### src/rtl/uart_frame_arbiter_pkg.sv
// rtl/uart_frame_arbiter_pkg.sv - shared constants and state type for the UART frame arbiter
// Frame layout: byte 0 header, byte 1 channel ID, bytes 2..9 data MSB-first, byte 10 checksum.
package uart_frame_arbiter_pkg;

    localparam int FRAME_LEN = 11;

    localparam logic [3:0] IDX_HDR = 4'd0;
    localparam logic [3:0] IDX_ID  = 4'd1;
    localparam logic [3:0] IDX_CHK = 4'(FRAME_LEN - 1);

    typedef enum logic [1:0] {
        IDLE,
        LOAD,
        WAIT,
        GAP
    } state_t;

endpackage

### src/rtl/uart_frame_arbiter_if.sv
// rtl/uart_frame_arbiter_if.sv - byte-level handshake to the shared UART transmitter
// tx_dv     : one-cycle load strobe (arbiter -> transmitter)
// tx_byte   : byte presented with tx_dv, held until the next load
// tx_active : transmitter busy shifting a byte
// tx_done   : one-cycle pulse at the end of each stop bit
interface uart_frame_arbiter_if;
    logic       tx_dv;
    logic [7:0] tx_byte;
    logic       tx_active;
    logic       tx_done;

    modport master (output tx_dv, output tx_byte, input tx_active, input tx_done);
    modport slave  (input tx_dv, input tx_byte, output tx_active, output tx_done);
endinterface

### src/rtl/uart_frame_arbiter_rr_arbiter.sv
// rtl/uart_frame_arbiter_rr_arbiter.sv - combinational round-robin pick starting at rr_ptr
// req         : request vector
// rr_ptr      : highest-priority channel this round
// grant_oh    : one-hot grant (zero when nothing requests)
// grant_idx   : index of the granted channel
// grant_valid : at least one request present
module rr_arbiter #(
    parameter int N = 4,
    localparam int IW = (N > 1) ? $clog2(N) : 1
) (
    input  logic [N-1:0]  req,
    input  logic [IW-1:0] rr_ptr,
    output logic [N-1:0]  grant_oh,
    output logic [IW-1:0] grant_idx,
    output logic          grant_valid
);

    logic [IW-1:0] idx;

    // Walk channels in priority order rr_ptr, rr_ptr+1, ... (mod N); first hit wins.
    always_comb begin
        grant_oh    = '0;
        grant_idx   = '0;
        grant_valid = 1'b0;
        idx         = '0;
        for (int k = 0; k < N; k++) begin
            idx = IW'((int'(rr_ptr) + k) % N);
            if (!grant_valid && req[idx]) begin
                grant_valid   = 1'b1;
                grant_idx     = idx;
                grant_oh[idx] = 1'b1;
            end
        end
    end

endmodule

### src/rtl/uart_frame_arbiter.sv
// rtl/uart_frame_arbiter.sv - round-robin framer sharing one UART byte transmitter among N_REQ channels
// clk, rst_n : clock, synchronous active-low reset
// req        : per-channel level request, held until ack
// req_data   : channel i word at [64*i+63:64*i]
// ack        : one-cycle pulse, word captured
// busy       : frame in progress (state != IDLE)
// cur_ch     : channel of the frame in progress
// tx         : byte handshake to the transmitter (master side)
module uart_frame_arbiter
    import uart_frame_arbiter_pkg::*;
#(
    parameter int         N_REQ    = 4,
    parameter logic [7:0] HDR_BYTE = 8'hA5,
    parameter int         IFG_CLKS = 87
) (
    input  logic                 clk,
    input  logic                 rst_n,
    input  logic [N_REQ-1:0]     req,
    input  logic [64*N_REQ-1:0]  req_data,
    output logic [N_REQ-1:0]     ack,
    output logic                 busy,
    output logic [2:0]           cur_ch,
    uart_frame_arbiter_if.master tx
);

    localparam int IW = (N_REQ > 1) ? $clog2(N_REQ) : 1;

    state_t        state, state_nx;
    logic [IW-1:0] rr_ptr, grant_idx;
    logic [N_REQ-1:0] grant_oh;
    logic          grant_valid;
    logic [63:0]   words [N_REQ];
    logic [63:0]   shadow;
    logic [3:0]    byte_idx;
    logic [7:0]    chk, cur_byte;
    logic [2:0]    data_sel;
    logic [15:0]   gap_cnt;
    logic          do_grant, do_load, do_next;

    for (genvar i = 0; i < N_REQ; i++) begin : g_words
        assign words[i] = req_data[64*i +: 64];
    end

    rr_arbiter #(.N(N_REQ)) u_rr_arbiter (
        .req         (req),
        .rr_ptr      (rr_ptr),
        .grant_oh    (grant_oh),
        .grant_idx   (grant_idx),
        .grant_valid (grant_valid)
    );

    assign busy = (state != IDLE);

    always_ff @(posedge clk) begin
        if (!rst_n) state <= IDLE;
        else        state <= state_nx;
    end

    // A new frame or byte is only started with the transmitter idle; this also
    // covers a byte still shifting out after a mid-frame reset.
    always_comb begin
        state_nx = state;
        do_grant = 1'b0;
        do_load  = 1'b0;
        do_next  = 1'b0;
        case (state)
            IDLE: if (grant_valid && !tx.tx_active) begin
                do_grant = 1'b1;
                state_nx = LOAD;
            end
            LOAD: if (!tx.tx_active) begin
                do_load  = 1'b1;
                state_nx = WAIT;
            end
            WAIT: if (tx.tx_done) begin
                if (byte_idx == IDX_CHK) begin
                    state_nx = (IFG_CLKS == 0) ? IDLE : GAP;
                end else begin
                    do_next  = 1'b1;
                    state_nx = LOAD;
                end
            end
            GAP: if (gap_cnt == 16'(IFG_CLKS - 1)) state_nx = IDLE;
            default: state_nx = IDLE;
        endcase
    end

    // Data bytes 2..9 map to shadow bytes 7..0 (MSB first).
    always_comb begin
        data_sel = 3'(4'd9 - byte_idx);
        case (byte_idx)
            IDX_HDR: cur_byte = HDR_BYTE;
            IDX_ID:  cur_byte = {5'b0, cur_ch};
            IDX_CHK: cur_byte = chk;
            default: cur_byte = shadow[{data_sel, 3'b000} +: 8];
        endcase
    end

    always_ff @(posedge clk) begin
        if (!rst_n) begin
            ack        <= '0;
            tx.tx_dv   <= 1'b0;
            tx.tx_byte <= 8'h00;
            cur_ch     <= 3'd0;
            rr_ptr     <= '0;
            byte_idx   <= 4'd0;
            chk        <= 8'h00;
            gap_cnt    <= 16'd0;
            shadow     <= 64'd0;
        end else begin
            ack      <= '0;
            tx.tx_dv <= 1'b0;
            if (do_grant) begin
                ack      <= grant_oh;
                shadow   <= words[grant_idx];
                cur_ch   <= 3'(grant_idx);
                rr_ptr   <= (grant_idx == IW'(N_REQ - 1)) ? '0 : grant_idx + 1'b1;
                byte_idx <= 4'd0;
                chk      <= 8'h00;
            end
            if (do_load) begin
                tx.tx_dv   <= 1'b1;
                tx.tx_byte <= cur_byte;
                // Header is outside the checksum; the checksum byte itself is not folded in.
                if (byte_idx != IDX_HDR && byte_idx != IDX_CHK) chk <= chk ^ cur_byte;
            end
            if (do_next) byte_idx <= byte_idx + 1'b1;
            gap_cnt <= (state == GAP) ? gap_cnt + 1'b1 : 16'd0;
        end
    end

endmodule

### src/flat_wrapper.sv
// flat-port wrapper written by rule: the top's interface ports become plain ports
module uart_frame_arbiter_flat import uart_frame_arbiter_pkg::*;
#(
    parameter int         N_REQ    = 4,
    parameter logic [7:0] HDR_BYTE = 8'hA5,
    parameter int         IFG_CLKS = 87
)
  (clk, rst_n, req, req_data, ack, busy, cur_ch, tx_tx_dv, tx_tx_byte, tx_tx_active, tx_tx_done);
  uart_frame_arbiter_if tx_i ();
  input  logic clk;
  input  logic rst_n;
  input  logic [N_REQ-1:0] req;
  input  logic [64*N_REQ-1:0] req_data;
  output logic [N_REQ-1:0] ack;
  output logic busy;
  output logic [2:0] cur_ch;
  output wire logic [$bits(tx_i.tx_dv)-1:0] tx_tx_dv;
  output wire logic [$bits(tx_i.tx_byte)-1:0] tx_tx_byte;
  input wire logic [$bits(tx_i.tx_active)-1:0] tx_tx_active;
  input wire logic [$bits(tx_i.tx_done)-1:0] tx_tx_done;
  assign tx_tx_dv = tx_i.tx_dv;
  assign tx_tx_byte = tx_i.tx_byte;
  assign tx_i.tx_active = tx_tx_active;
  assign tx_i.tx_done = tx_tx_done;
  uart_frame_arbiter #(.N_REQ(N_REQ), .HDR_BYTE(HDR_BYTE), .IFG_CLKS(IFG_CLKS)) u_core (.clk(clk), .rst_n(rst_n), .req(req), .req_data(req_data), .ack(ack), .busy(busy), .cur_ch(cur_ch), .tx(tx_i));
endmodule
### config.mk
export PLATFORM = sky130hd
export DESIGN_NAME = uart_frame_arbiter_flat
export DESIGN_NICKNAME = d
export VERILOG_FILES = /design/src/rtl/uart_frame_arbiter_pkg.sv /design/src/rtl/uart_frame_arbiter_if.sv /design/src/rtl/uart_frame_arbiter_rr_arbiter.sv /design/src/rtl/uart_frame_arbiter.sv /design/src/flat_wrapper.sv
export SDC_FILE = /design/constraint.sdc
export NUM_CORES = 1
export LEC_CHECK = 0
export CAP_MARGIN = 20
export CORE_ASPECT_RATIO = 1.75
export CORE_MARGIN = 5
export CORE_UTILIZATION = 38
export CTS_BUF_LIST = sky130_fd_sc_hd__clkbuf_8 sky130_fd_sc_hd__clkbuf_16
export DETAILED_ROUTE_END_ITERATION = 8
export HOLD_SLACK_MARGIN = 0.06
export PLACE_DENSITY_LB_ADDON = 0.05
export RECOVER_POWER = 100
export SETUP_SLACK_MARGIN = 0.3
export SYNTH_ARGS = -nofsm -noshare
export SYNTH_HDL_FRONTEND = slang
export SYNTH_SLANG_ARGS = --single-unit
export TNS_END_PERCENT = 50
### constraint.sdc
create_clock -name clk -period 4.2 [get_ports clk]
set_input_delay 0.84 -clock clk [delete_from_list [all_inputs] [get_ports clk]]
set_output_delay 0.84 -clock clk [all_outputs]
set_load 0.005 [all_outputs]
==> key figures <==
Timing
  – Slew HR: 26.7%
  – Final-report setup violation count: 0
  – FMAX: approximately 270 MHz
  – Final Max Tran Viols: 0
  – Ratio of final minimum period to clock period: 88.6%
  – Worst setup margin: approximately 0.48 ns
  – Final min period: ~3.7 ns
  – Final hold violations: 0
  – Post-route setup TNS: 0 ns
  – Setup Skew: 0.0110 ns
  – Worst Tran Pin Value: 1.10 ns
  – Unrepaired setup endpoints after global routing: false

Finish
  – Layout cells sized above 1: around a tenth
  – Multi-input logic area: about 6400 sq um
  – Nets: ~1600
  – Fillers: about 2400
  – Design Area, Final: 12500 sq um
  – Synthesis-to-finish area growth: 32.3%
  – FF+latch area: about 2200 sq um

Outcome
  – Status: completed

Route
  – First-pass iteration count of the detailed router: 6
  – Post-route DRC: 0
  – Final wirelength: ~38000 microns
  – DRT iter0 DRCs: about 760
  – Antenna Nets Post-Route: 0
  – WL/cell: ~23 microns
  – Vias per cell: around 6.1
  – Via Count: 10200

Logic synthesis
  – Synth cell types: 63
  – Ys async rst share: 0%
  – Number of synthesized flops with an enable pin: 0
  – Syn nets: between 1000 and 1500
  – Cells after Synth: 1155
  – Top FF cell, synth: dfxtp_1
  – Synth Warn #: 0
  – Post-synthesis area per instance: between 8 and 9 sq um
  – Yosys top cell area share: about a quarter
  – Seq/Total Area, Yosys: between 20% and 30%
  – Post-synthesis cell area: 9460 sq um
  – Area contributors post-synth: dfxtp_1 (23%), a211oi_2 (6.6%), nand2_1 (4.8%), mux4_2 (4.5%), a22oi_1 (4.0%)
  – Post-synth top area cell: dfxtp_1
  – Synth Register Bits: approximately 110

Setup path
  – Startpoint Class: input port
  – CP required: roughly 4.4 ns
  – WP data arrival: between 3 and 4 ns
  – Crit Path Max Fanout: 65
  – Worst setup EP type: register
  – CP Class: in2reg

Power
  – Sw Pwr: around 0.0019 W
  – Internal cell power: between 0.002 and 0.003 W
  – Pwr dens: about 360 nW/um^2
  – Clock share of power: 19.6%
  – Sw Ratio: a little over two fifths
  – Cell leakage power: roughly 4.3 nW
  – Final Power: about 0.0045 W
  – Seq pwr share: 29.0%
  – Max rail drop VDD: roughly 0.23 mV
  – Combinational Power Share: about half

Floorplanning
  – Die Area: between 20000 and 30000 sq um
  – Core Region: 24600 sq um
  – Initial Util: between 30% and 40%
  – Cell row count: 76
  – Die width: ~130 microns
  – I/O pin total: between 200 and 300
  – Die height: roughly 220 microns

Hold path
  – Hold Path Class: reg2reg

Clocking
  – CTS tree: yes
  – CTS resizes: 0
  – H-Tree Depth: 3
  – CTS Hold Bufs: 0
  – Root Buffer Master: clkbuf_16
  – Clock Path Buffers: 2
  – Sink Count: roughly 110
  – CTS buffer count: 9
  – Worst skew pair latency: 0.38 ns
  – Worst-path clk slew: about 0.080 ns
  – # Post-CTS Setup Buffers: 0

Placement
  – Placed instance area: between 10000 and 15000 sq um
  – Pre-CTS WS: between 0.4 and 0.5 ns
  – Post-DP HPWL: 28100 microns
  – IO buf count: 279
  – GP Congestion: 0.845

Global routing
  – Total Routing Usage GR: a little over a quarter
  – Pin count of the biggest net entering global routing: ~190
  – First-pass GRT wire length: between 50000 and 60000 microns
  – Initial antenna violation count: 1
  – Vias in the first global route: 9807
  – Grt ovf: 0

Flow run
  – Max Cap Violations: 0
## layer usage
layer	vias to the layer above	track usage (%)	routed length [microns]	share of wire, %
li1	4848	-	-	-
met1	4898	30.5	14500	38
met5	-	0	0	0
met3	53	3.20	2050	5.4
met2	382	47.2	20300	53
met4	0	10.3	1270	3.3
## cells by family (layout without fill, tap and decap cells)
kind of cell | Yosys count | in the layout | synth area share, %
simple gates | 413 | 413 | 22.6
other cells | 1 | 4 | 0.0396
mux | 48 | 48 | 7.63
fa+ha+maj | 16 | 16 | 2.12
flops | 111 | 111 | 23.5
compound gates | 398 | 398 | 34.8
xor+xnor | 17 | 17 | 1.57
buf+inv | 151 | 352 | 7.79
## placed cells by master (no fill, tap or decap), drive strengths merged, types with 29 or more instances in the layout
| master | instances |
|---|---|
| clkdlybuf4s50 | 260 |
| nand2 | 123 |
| dfxtp | 111 |
| nor2 | 86 |
| a211oi | 74 |
| a21oi | 73 |
| a221oi | 52 |
| a22oi | 50 |
| and3 | 50 |
| o21ai | 38 |
| nand3 | 36 |
| o221ai | 32 |
| inv | 29 |
| buf | 29 |
## per-stage QoR
step / hold slack (ns) / std cells / util, %
after detailed placement: 0.449 / 1652 / 50.1
after CTS: 0.467 / 1668 / 51.3
after floorplan: 0.420 / 1155 / -
after global routing: 0.492 / 1669 / 50.8
final: 0.463 / 1671 / 50.8
after global placement: 0.446 / 1652 / 50.1
## cell usage after synthesis, types with 5 or more instances
cell type / count
a211oi_1: 24
a211oi_2: 50
a21boi_0: 8
a21oi_1: 73
a221oi_1: 32
a221oi_2: 20
a22o_1: 23
a22oi_1: 50
and2_1: 7
and3_1: 50
buf_1: 8
buf_2: 37
buf_4: 11
buf_6: 11
clkbuf_1: 59
dfxtp_1: 111
ha_1: 16
inv_1: 25
mux2i_1: 26
mux4_2: 19
nand2_1: 121
nand2b_1: 7
nand3_1: 36
nand4_1: 28
nand4b_1: 26
nor2_1: 83
nor3_1: 20
o21ai_0: 37
o221ai_1: 32
o31ai_1: 21
o31ai_2: 6
or3_1: 5
xnor2_1: 6
xor2_1: 11
## flip-flops by register name (all words and copies together), names as in the netlist, 4 cells and up
register / flops
u_core.ack: 4
u_core.tx.tx_byte: 8
u_core.shadow: 64
u_core.chk: 8
u_core.byte_idx: 4
u_core.gap_cnt: 16
## area by class of cell
cell class	instances	share of cell area [%]
sequential	111	17.8
timing repair buffer	311	24.6
clock buffer	10	1.91
antenna	3	0.0600
multi-input combinational	893	51.5
clock inverter	6	0.340
inverter	25	0.750
tap	312	3.12
## worst max-delay path, stage by stage
cell and delay, ns:
dlygate4sd3_1 0.79, mux4_2 0.56, buf_4 0.32, o21ai_4 0.10
clkbuf_4 0.52, and3_1 0.35, a211oi_1 0.41, a211oi_2 0.06
## power groups by stage
stage	registers [W]	clock network [W]	logic [W]
6_report	0.00129	0.000876	0.00230
5_1_grt	0.00130	0.000926	0.00249
4_1_cts	0.00130	0.000886	0.00234
3_5_place_dp	0.00132	0	0.00233
3_3_place_gp	0.00132	0	0.00230
2_1_floorplan	0.00124	0	0.00164
## worst paths after layout
path                             start              endpoint  slack [ns]  depth (start not counted)
setup / recovery                req[1]     u_core.shadow[62]        0.48                          8
hold / removal    u_core.tx.tx_byte[7]  u_core.tx.tx_byte[7]        0.46                          2
setup reg to reg      u_core.rr_ptr[0]     u_core.shadow[62]        0.54                          9
hold reg to reg   u_core.tx.tx_byte[7]  u_core.tx.tx_byte[7]        0.46                          2
(Power assumes the default switching activity.)
